**src/rtl/imem_fetch_responder.sv**
```systemverilog
// imem_fetch_responder: turns PC fetch addresses into in-order {instr, addr} pairs for decode.
// Latency: addr accepted in cycle T -> instr_valid no earlier than cycle T+MEM_LAT+1.
// Backpressure: addr_ready drops when queued + in-flight fetches reach DEPTH; a return always has a slot.
//
// Ports:
//   clock, reset                    rising-edge clock, asynchronous active-high reset
//   addr_valid/addr/addr_ready      fetch request from the PC (valid/ready)
//   flush                           redirect; squashes queued and in-flight fetches
//   mem_rden/mem_addr/mem_q         synchronous imem read port, data MEM_LAT cycles after mem_rden
//   instr_valid/instr/instr_addr    show-ahead queue head towards decode
//   instr_ready                     decode consumes the head
//   busy                            queue or in-flight pipe non-empty
// Optional build macro FETCH_STATS_EN adds delivered_count (pops, wrapping) and
// dropped_count (entries squashed by flush, saturating).
module imem_fetch_responder #(
  parameter int ADDR_W  = 32,
  parameter int DATA_W  = 32,
  parameter int DEPTH   = 4,
  parameter int MEM_LAT = 1
) (
  input  logic              clock,
  input  logic              reset,
  input  logic              addr_valid,
  input  logic [ADDR_W-1:0] addr,
  output logic              addr_ready,
  input  logic              flush,
  output logic              mem_rden,
  output logic [ADDR_W-1:0] mem_addr,
  input  logic [DATA_W-1:0] mem_q,
  output logic              instr_valid,
  output logic [DATA_W-1:0] instr,
  output logic [ADDR_W-1:0] instr_addr,
  input  logic              instr_ready,
  output logic              busy
`ifdef FETCH_STATS_EN
  ,
  output logic [31:0]       delivered_count,
  output logic [15:0]       dropped_count
`endif
);

  localparam int PTR_W = $clog2(DEPTH);
  localparam int CNT_W = PTR_W + 1;
  localparam int LAT_W = $clog2(MEM_LAT + 1);

  typedef enum logic {S_INIT, S_RUN} state_e;

  state_e            state_q, state_d;
  logic [CNT_W-1:0]  count_q, count_d;
  logic [PTR_W-1:0]  wr_ptr_q, wr_ptr_d;
  logic [PTR_W-1:0]  rd_ptr_q, rd_ptr_d;
  logic [DATA_W-1:0] q_data_q [DEPTH];
  logic [DATA_W-1:0] q_data_d [DEPTH];
  logic [ADDR_W-1:0] q_addr_q [DEPTH];
  logic [ADDR_W-1:0] q_addr_d [DEPTH];
  logic [MEM_LAT-1:0] pipe_vld_q, pipe_vld_d;
  logic [ADDR_W-1:0] pipe_addr_q [MEM_LAT];
  logic [ADDR_W-1:0] pipe_addr_d [MEM_LAT];

  logic              run;
  logic              accept;
  logic              push;
  logic              pop;
  logic [LAT_W-1:0]  inflight;

  // Number of fetches issued to imem whose data has not yet reached the queue.
  always_comb begin
    inflight = '0;
    for (int i = 0; i < MEM_LAT; i++) begin
      inflight = inflight + LAT_W'(pipe_vld_q[i]);
    end
  end

  // Credits cover both queued and in-flight entries, so every return has a free slot.
  always_comb begin
    run         = (state_q == S_RUN);
    addr_ready  = run & ~flush & ((32'(count_q) + 32'(inflight)) < 32'(DEPTH));
    accept      = addr_valid & addr_ready;
    mem_rden    = accept;
    // Held at zero until the responder is running so every output reads 0 in reset.
    mem_addr    = run ? addr : '0;
    push        = pipe_vld_q[MEM_LAT-1] & ~flush;
    instr_valid = (count_q != '0) & ~flush;
    pop         = instr_valid & instr_ready;
    instr       = q_data_q[rd_ptr_q];
    instr_addr  = q_addr_q[rd_ptr_q];
    busy        = (count_q != '0) | (|pipe_vld_q);
  end

  always_comb begin
    state_d = S_RUN;

    // In-flight shift register: stage 0 loads on accept, last stage lines up with mem_q.
    pipe_vld_d     = '0;
    pipe_vld_d[0]  = accept;
    pipe_addr_d[0] = addr;
    for (int i = 1; i < MEM_LAT; i++) begin
      pipe_vld_d[i]  = pipe_vld_q[i-1];
      pipe_addr_d[i] = pipe_addr_q[i-1];
    end
    if (flush) begin
      pipe_vld_d = '0;
    end

    count_d  = count_q;
    wr_ptr_d = wr_ptr_q;
    rd_ptr_d = rd_ptr_q;
    q_data_d = q_data_q;
    q_addr_d = q_addr_q;
    if (flush) begin
      count_d  = '0;
      wr_ptr_d = '0;
      rd_ptr_d = '0;
    end else begin
      if (push) begin
        q_data_d[wr_ptr_q] = mem_q;
        q_addr_d[wr_ptr_q] = pipe_addr_q[MEM_LAT-1];
        wr_ptr_d           = wr_ptr_q + PTR_W'(1);
      end
      if (pop) begin
        rd_ptr_d = rd_ptr_q + PTR_W'(1);
      end
      case ({push, pop})
        2'b10:   count_d = count_q + CNT_W'(1);
        2'b01:   count_d = count_q - CNT_W'(1);
        default: count_d = count_q;
      endcase
    end
  end

  always_ff @(posedge clock or posedge reset) begin
    if (reset) begin
      state_q    <= S_INIT;
      count_q    <= '0;
      wr_ptr_q   <= '0;
      rd_ptr_q   <= '0;
      pipe_vld_q <= '0;
      for (int i = 0; i < MEM_LAT; i++) begin
        pipe_addr_q[i] <= '0;
      end
      for (int i = 0; i < DEPTH; i++) begin
        q_data_q[i] <= '0;
        q_addr_q[i] <= '0;
      end
    end else begin
      state_q    <= state_d;
      count_q    <= count_d;
      wr_ptr_q   <= wr_ptr_d;
      rd_ptr_q   <= rd_ptr_d;
      pipe_vld_q <= pipe_vld_d;
      for (int i = 0; i < MEM_LAT; i++) begin
        pipe_addr_q[i] <= pipe_addr_d[i];
      end
      for (int i = 0; i < DEPTH; i++) begin
        q_data_q[i] <= q_data_d[i];
        q_addr_q[i] <= q_addr_d[i];
      end
    end
  end

`ifdef FETCH_STATS_EN
  logic [31:0] delivered_q, delivered_d;
  logic [15:0] dropped_q, dropped_d;
  logic [16:0] drop_sum;

  always_comb begin
    delivered_d = delivered_q + 32'(pop);
    // Squashed entries = everything outstanding at the flush edge.
    drop_sum    = {1'b0, dropped_q} + 17'(count_q) + 17'(inflight);
    dropped_d   = dropped_q;
    if (flush) begin
      dropped_d = drop_sum[16] ? 16'hFFFF : drop_sum[15:0];
    end
  end

  always_ff @(posedge clock or posedge reset) begin
    if (reset) begin
      delivered_q <= '0;
      dropped_q   <= '0;
    end else begin
      delivered_q <= delivered_d;
      dropped_q   <= dropped_d;
    end
  end

  assign delivered_count = delivered_q;
  assign dropped_count   = dropped_q;
`endif

endmodule

```
**config.mk**
```make
export PLATFORM = sky130hd
export DESIGN_NAME = imem_fetch_responder
export DESIGN_NICKNAME = d
export VERILOG_FILES = /design/src/rtl/imem_fetch_responder.sv
export SDC_FILE = /design/constraint.sdc
export NUM_CORES = 1
export LEC_CHECK = 0
export BUFFER_PORTS_ARGS = -buffer_cell sky130_fd_sc_hd__buf_2
export CORE_ASPECT_RATIO = 1.2
export CORE_UTILIZATION = 55
export DETAILED_ROUTE_END_ITERATION = 8
export PLACE_DENSITY = 0.8
export SLEW_MARGIN = 20
export SYNTH_ARGS = -nofsm -noshare
export SYNTH_HDL_FRONTEND = slang
export SYNTH_SLANG_ARGS = --single-unit
```
**constraint.sdc**
```tcl
create_clock -name clock -period 23 [get_ports clock]
set_input_delay 4.6 -clock clock [delete_from_list [all_inputs] [get_ports clock]]
set_output_delay 4.6 -clock clock [all_outputs]
set_load 0.1 [all_outputs]
```
==> results.cfg, run 1 <==
[status]
outcome = finished, final reports clean

[synth]
ys_seq_area_share_pct = 54.59
yosys-top-cells-count = 297 x dfrtp_1, 240 x mux2_4, 64 x mux4_2, 34 x and2_1, 24 x buf_6
synth.area.top_cells = dfrtp_1 55%, mux2_4 26%, mux4_2 11%
ys_warn_count = 0
ys_async_sr_fraction_pct = 100.0
synth-main-ff-cell = dfrtp_1
synth.distinct_cells = 36
syn_inst = 748
syn_area_sq_um = 13610
ys_ff_latch = 297
synth_top_cell_area_share_pct = 54.59
synth_most_common_cell = dfrtp_1
synth_edf_count = 0
synth_top_cell_by_area = dfrtp_1
synth_nets = 822
synth_area_per_cell_sq_um = 18.20

[global_route]
antenna_found_initial = 0
grt_pass1_wl_mm = 42.72
gr-total-overflow = 0
grtUsageTotal_pct = 21.12
grt_start_max_net_pins = 142
grt_pass1_vias = 7606

[clocking]
cts_made_buffers = 30
clock_path_buffers = 3
clkSinkCount = 297
cts_tree = yes
cts_setup_buffers = 0
cts-root-buf = clkbuf_16
hold_buffers = 0
clk_latency_ns = 0.54
htree_levels = 1
cts-resized-gates = 0
path_clk_slew_ns = 0.06

[worst_setup_path]
start_kind = input port
required_ns = 18.40
path_max_fanout = 11
setup.worst_path.start = flush
r2r_start = pipe_vld_q$_DFF_PP0_
critPathSlowestCell = buf_2
crit_path_end_kind = primary output
worstPathArrival_ns = 5.58
crit_chain = buf_2, nor2_1, and3_1, and2_1, buf_2
slowest_delay_ns = 0.41
crit_top_cell = buf_2
critPathBufInv = 2
path_delay_family = buffers and inverters
crit_type = in -> out

[sta]
relSlewSlack_pct = 27.04
skew_ns = 0.009636
hold_violations = 0
rsz0062_at_grt = false
worst_pin_slew_ns = 1.094
layout_min_cycle_time_ns = 10.18
fmax_mhz = 98.20
final-setup-viol-count = 0
slew_violations = 0
tns_ns = 0
layout_setup_ws_ns = 12.82
fin_crit_sh_pct = 44.28

[final_layout]
area_growth_pct = 15.24
final_area_sq_um = 15690
final_core_util_pct = 65.03
fin_nets = 984
insertedDiodeCount = 0
drive_gt1_share_pct = 59.49

[die]
ios = 169
coreArea_sq_um = 24130
fp.dieW_um = 145.6
die_h_um = 174.4
dieArea_sq_um = 25390
rows = 62
initial_utilization_pct = 56.43

[routing]
drt_first_pass_iters = 4
drt_first_iter_violations = 297
wl_per_cell_um = 20.68
vias = 6983
routed_wirelength_mm = 25.91
drcViolationCount = 0
vias_per_cell = 5.573
ant_nets = 0

[hold_path]
hold_start = q_addr_q[61]$_DFFE_PP0P_
min_path_type = reg -> reg

[placement]
placedInstanceArea_sq_um = 14540
dp_slack_ns = 12.81
portBuffers = 168
gp_congestion = 0.7096
dpl.hpwl_mm = 15.01

[power]
power_density_nw_per_um2 = 104.8
p_leak_nw = 8.210
ir_drop_mv = 0.08141

[flow_run]
maxCapViolCount = 0
[kinds of logic (layout without fill, tap and decap cells)]
| group | count (synthesis) | after routing | share of synthesized area (%) |
|---|---|---|---|
| compound gates | 12 | 12 | 0.5882 |
| xor+xnor | 4 | 4 | 0.2574 |
| fa+ha+maj | 5 | 5 | 0.5147 |
| buf+inv | 49 | 234 | 2.904 |
| flops | 297 | 297 | 54.59 |
| mux | 321 | 321 | 38.45 |
| other cells | 1 | 1 | 0.02754 |
| simple gates | 59 | 59 | 2.665 |
[cell type report]
cell class | count | area, sq um
inverter | 3 | 18.77
clock buffer | 41 | 873.3
fill | 1651 | 8437
sequential | 297 | 7440
multi-input combinational | 402 | 5787
clock inverter | 14 | 249.0
timing repair buffer | 176 | 920.9
tap | 320 | 400.4
[final timing paths]
kind                                            endpoint  cells past startpoint  slack [ns]
worst max-delay path                            mem_rden                      5       12.82
worst min-delay path            q_addr_q[61]$_DFFE_PP0P_                      1        0.50
worst max register to register  q_addr_q[34]$_DFFE_PP0P_                      4       20.11
worst min register to register  q_addr_q[61]$_DFFE_PP0P_                      1        0.50
max in group asynchronous       q_addr_q[45]$_DFFE_PP0P_                      3       17.19
min in group asynchronous       q_data_q[79]$_DFFE_PP0P_                      2        4.29
[flip-flops by register name (all words and copies together) (netlist names)]
signal,count
count_q,3
pipe_addr_q,32
pipe_vld_q,1
q_addr_q,128
q_data_q,128
rd_ptr_q,2
run,1
wr_ptr_q,2
[where the power goes]
group / total, W / switching [W] / internal, W
clock network: 0.000544 / 0.000201 / 0.000343
logic: 0.000483 / 0.000345 / 0.000138
registers: 0.000618 / 0.0000387 / 0.000579
[per-layer routing]
metal | up-vias | wire (um) | GRT usage (%)
li1 | 3051 | - | -
met2 | 149 | 12860 | 34.94
met5 | - | 0 | 0
met4 | 0 | 362 | 4.254
met1 | 3752 | 11650 | 30.07
met3 | 31 | 1036 | 3.045
[stage by stage]
step,instances,total power (W),hold slack [ns]
2_1_floorplan,748,0.001039,0.4738
3_3_place_gp,1197,0.001103,0.4824
3_5_place_dp,1197,0.001110,0.4891
4_1_cts,1252,0.001660,0.5058
5_1_grt,1253,0.001699,0.5119
6_report,1253,0.001644,0.5026
[cells in the final DEF (no fill, tap or decap), types with 2 or more instances in the layout]
master / count
nor2_1: 10
xnor2_1: 2
xor2_1: 2
mux4_2: 64
a31oi_1: 2
bufinv_16: 7
clkbuf_8: 6
inv_1: 2
clkbuf_16: 31
buf_4: 7
mux2_4: 240
ha_1: 4
clkbuf_1: 4
nor3_1: 2
o21ai_0: 4
and3_1: 2
mux2_2: 16
clkinv_2: 6
nand2_4: 4
buf_2: 168
dfrtp_1: 295
and2_1: 34
dfrtp_4: 2
Note: power is estimated with default switching activity, not from simulation.
==> run 2: changes to the inputs <==
Clock period 23 ns to 9.85 ns, I/O delays scaled along.
==> run 2 against run 1 <==
Clock skew up 0.0056 ns. Die area unchanged. Clock power up 120%. Register-to-register slack got worse by 13 ns. Worst hold slack better by 0.0012 ns. Critical endpoint is now instr_addr[6].
==> results.cfg, run 2 (synthesized netlist as in run 1, its figures left out) <==
[routing]
drt_first_pass_iters = 4
vias_per_cell = 5.547
ant_nets = 0
drcViolationCount = 0
vias = 6972
routed_wirelength_mm = 25.41
drt_first_iter_violations = 256
wl_per_cell_um = 20.21

[final_layout]
final_cell_mix = 295 x dfrtp_1, 240 x mux2_4, 168 x buf_2, 64 x mux4_2, 34 x and2_1
fin_nets = 986
final_core_util_pct = 64.77
fillCellCount = 1642
final_area_sq_um = 15630
top_regs = q_addr_q x128, q_data_q x128, pipe_addr_q x32
drive_gt1_share_pct = 59.83
mostFrequentLayoutCell = dfrtp_1
area_growth_pct = 14.77

[power]
p_sw_w = 0.001375
p_comb_share_pct = 29.9
internal-power_w = 0.002396
ir_drop_mv = 0.1815
power_density_nw_per_um2 = 241.3
seqPwrFrac_pct = 38.2
swShare_pct = 36.45
clkPwrFrac_pct = 31.9
p_leak_nw = 8.149
total_power_w = 0.003771

[placement]
dp_slack_ns = 4.912
placedInstanceArea_sq_um = 14560
dpl.hpwl_mm = 15.14
gp_congestion = 0.7266
portBuffers = 168

[sta]
final-setup-viol-count = 0
relSlewSlack_pct = 37.48
layout_min_cycle_time_ns = 5.060
worst_pin_slew_ns = 0.9377
fmax_mhz = 197.6
tns_ns = 0
layout_setup_ws_ns = 4.790
fin_crit_sh_pct = 51.37
hold_violations = 0
skew_ns = 0.01525
slew_violations = 0
rsz0062_at_grt = false

[clocking]
cts-resized-gates = 0
cts_setup_buffers = 0
cts_made_buffers = 30
hold_buffers = 0
htree_levels = 1
cts-root-buf = clkbuf_16
path_clk_slew_ns = 0.06
clock_path_buffers = 3
cts_tree = yes
clk_latency_ns = 0.55
clkSinkCount = 297

[status]
outcome = finished, final reports clean

[die]
rows = 62
initial_utilization_pct = 56.43
dieArea_sq_um = 25390
coreArea_sq_um = 24130
ios = 169
die_h_um = 174.4
fp.dieW_um = 145.6

[worst_setup_path]
endpoint = instr_addr[6]
worstReg2RegEnd = q_data_q[32]$_DFFE_PP0P_
path_max_fanout = 34
worstPathArrival_ns = 3.09
regToRegSetupSlack_ns = 6.95
r2r_start = pipe_vld_q$_DFF_PP0_
start_kind = flop
required_ns = 7.88
crit_type = reg -> out
setup.worst_path.start = rd_ptr_q[0]$_DFFE_PP0P_
crit_path_end_kind = primary output
r2r_cells = 4

[global_route]
antenna_found_initial = 1
grt_start_max_net_pins = 80
grt_pass1_wl_mm = 42.31
gr-total-overflow = 0
grt_pass1_vias = 7759
grtUsageTotal_pct = 20.80

[hold_path]
min_path_type = reg -> reg

[flow_run]
maxCapViolCount = 0
run 2: layout make-up:
class	instances	area, sq um	area share, %
flip-flops and latches	297	7437	47.60
multi-input cells	402	5787	37.04
repair buffers	178	915.9	5.862
clock buffers	35	810.8	5.189
well taps	320	400.4	2.562
clock inverters	21	256.5	1.642
inverters	3	15.01	0.09609
diodes	1	2.502	0.01602
run 2: how the worst min path moves through the flow:
stage,startpoint,end,slack (ns),depth (start not counted)
global route,q_addr_q[60]$_DFFE_PP0P_,q_addr_q[60]$_DFFE_PP0P_,0.51,1
CTS,q_addr_q[60]$_DFFE_PP0P_,q_addr_q[60]$_DFFE_PP0P_,0.50,1
finish,q_addr_q[14]$_DFFE_PP0P_,q_addr_q[14]$_DFFE_PP0P_,0.50,1
detailed placement,q_data_q[41]$_DFFE_PP0P_,q_data_q[41]$_DFFE_PP0P_,0.49,1
global placement,q_addr_q[30]$_DFFE_PP0P_,q_addr_q[30]$_DFFE_PP0P_,0.48,1
floorplan,q_addr_q[59]$_DFFE_PP0P_,q_addr_q[59]$_DFFE_PP0P_,0.47,1
run 2: through the flow:
step,hold WS (ns),instances
2_1_floorplan,0.4738,748
3_3_place_gp,0.4816,1200
3_5_place_dp,0.4887,1200
4_1_cts,0.5039,1256
5_1_grt,0.5086,1256
6_report,0.5038,1257
run 2: power by group through the flow:
stage,sequential [W],clock [W],combinational [W]
floorplan,0.00142,0,0.00100
global placement,0.00145,0,0.00112
detailed placement,0.00146,0,0.00113
CTS,0.00144,0.00123,0.00114
global route,0.00146,0.00128,0.00117
finish,0.00144,0.00120,0.00113
run 2: routing by layer:
layer	part of all wire (%)	GRT usage, %	wire (um)
met2	50	34.48	12630
met4	1.5	5.088	392
met1	44	28.77	11270
met5	0	0	0
met3	4.4	3.596	1119
run 2: critical path: stages, from the launching register on:
cell     delay, ns
dfrtp_4       0.89
buf_4         0.69
mux4_2        0.61
buf_2         0.31
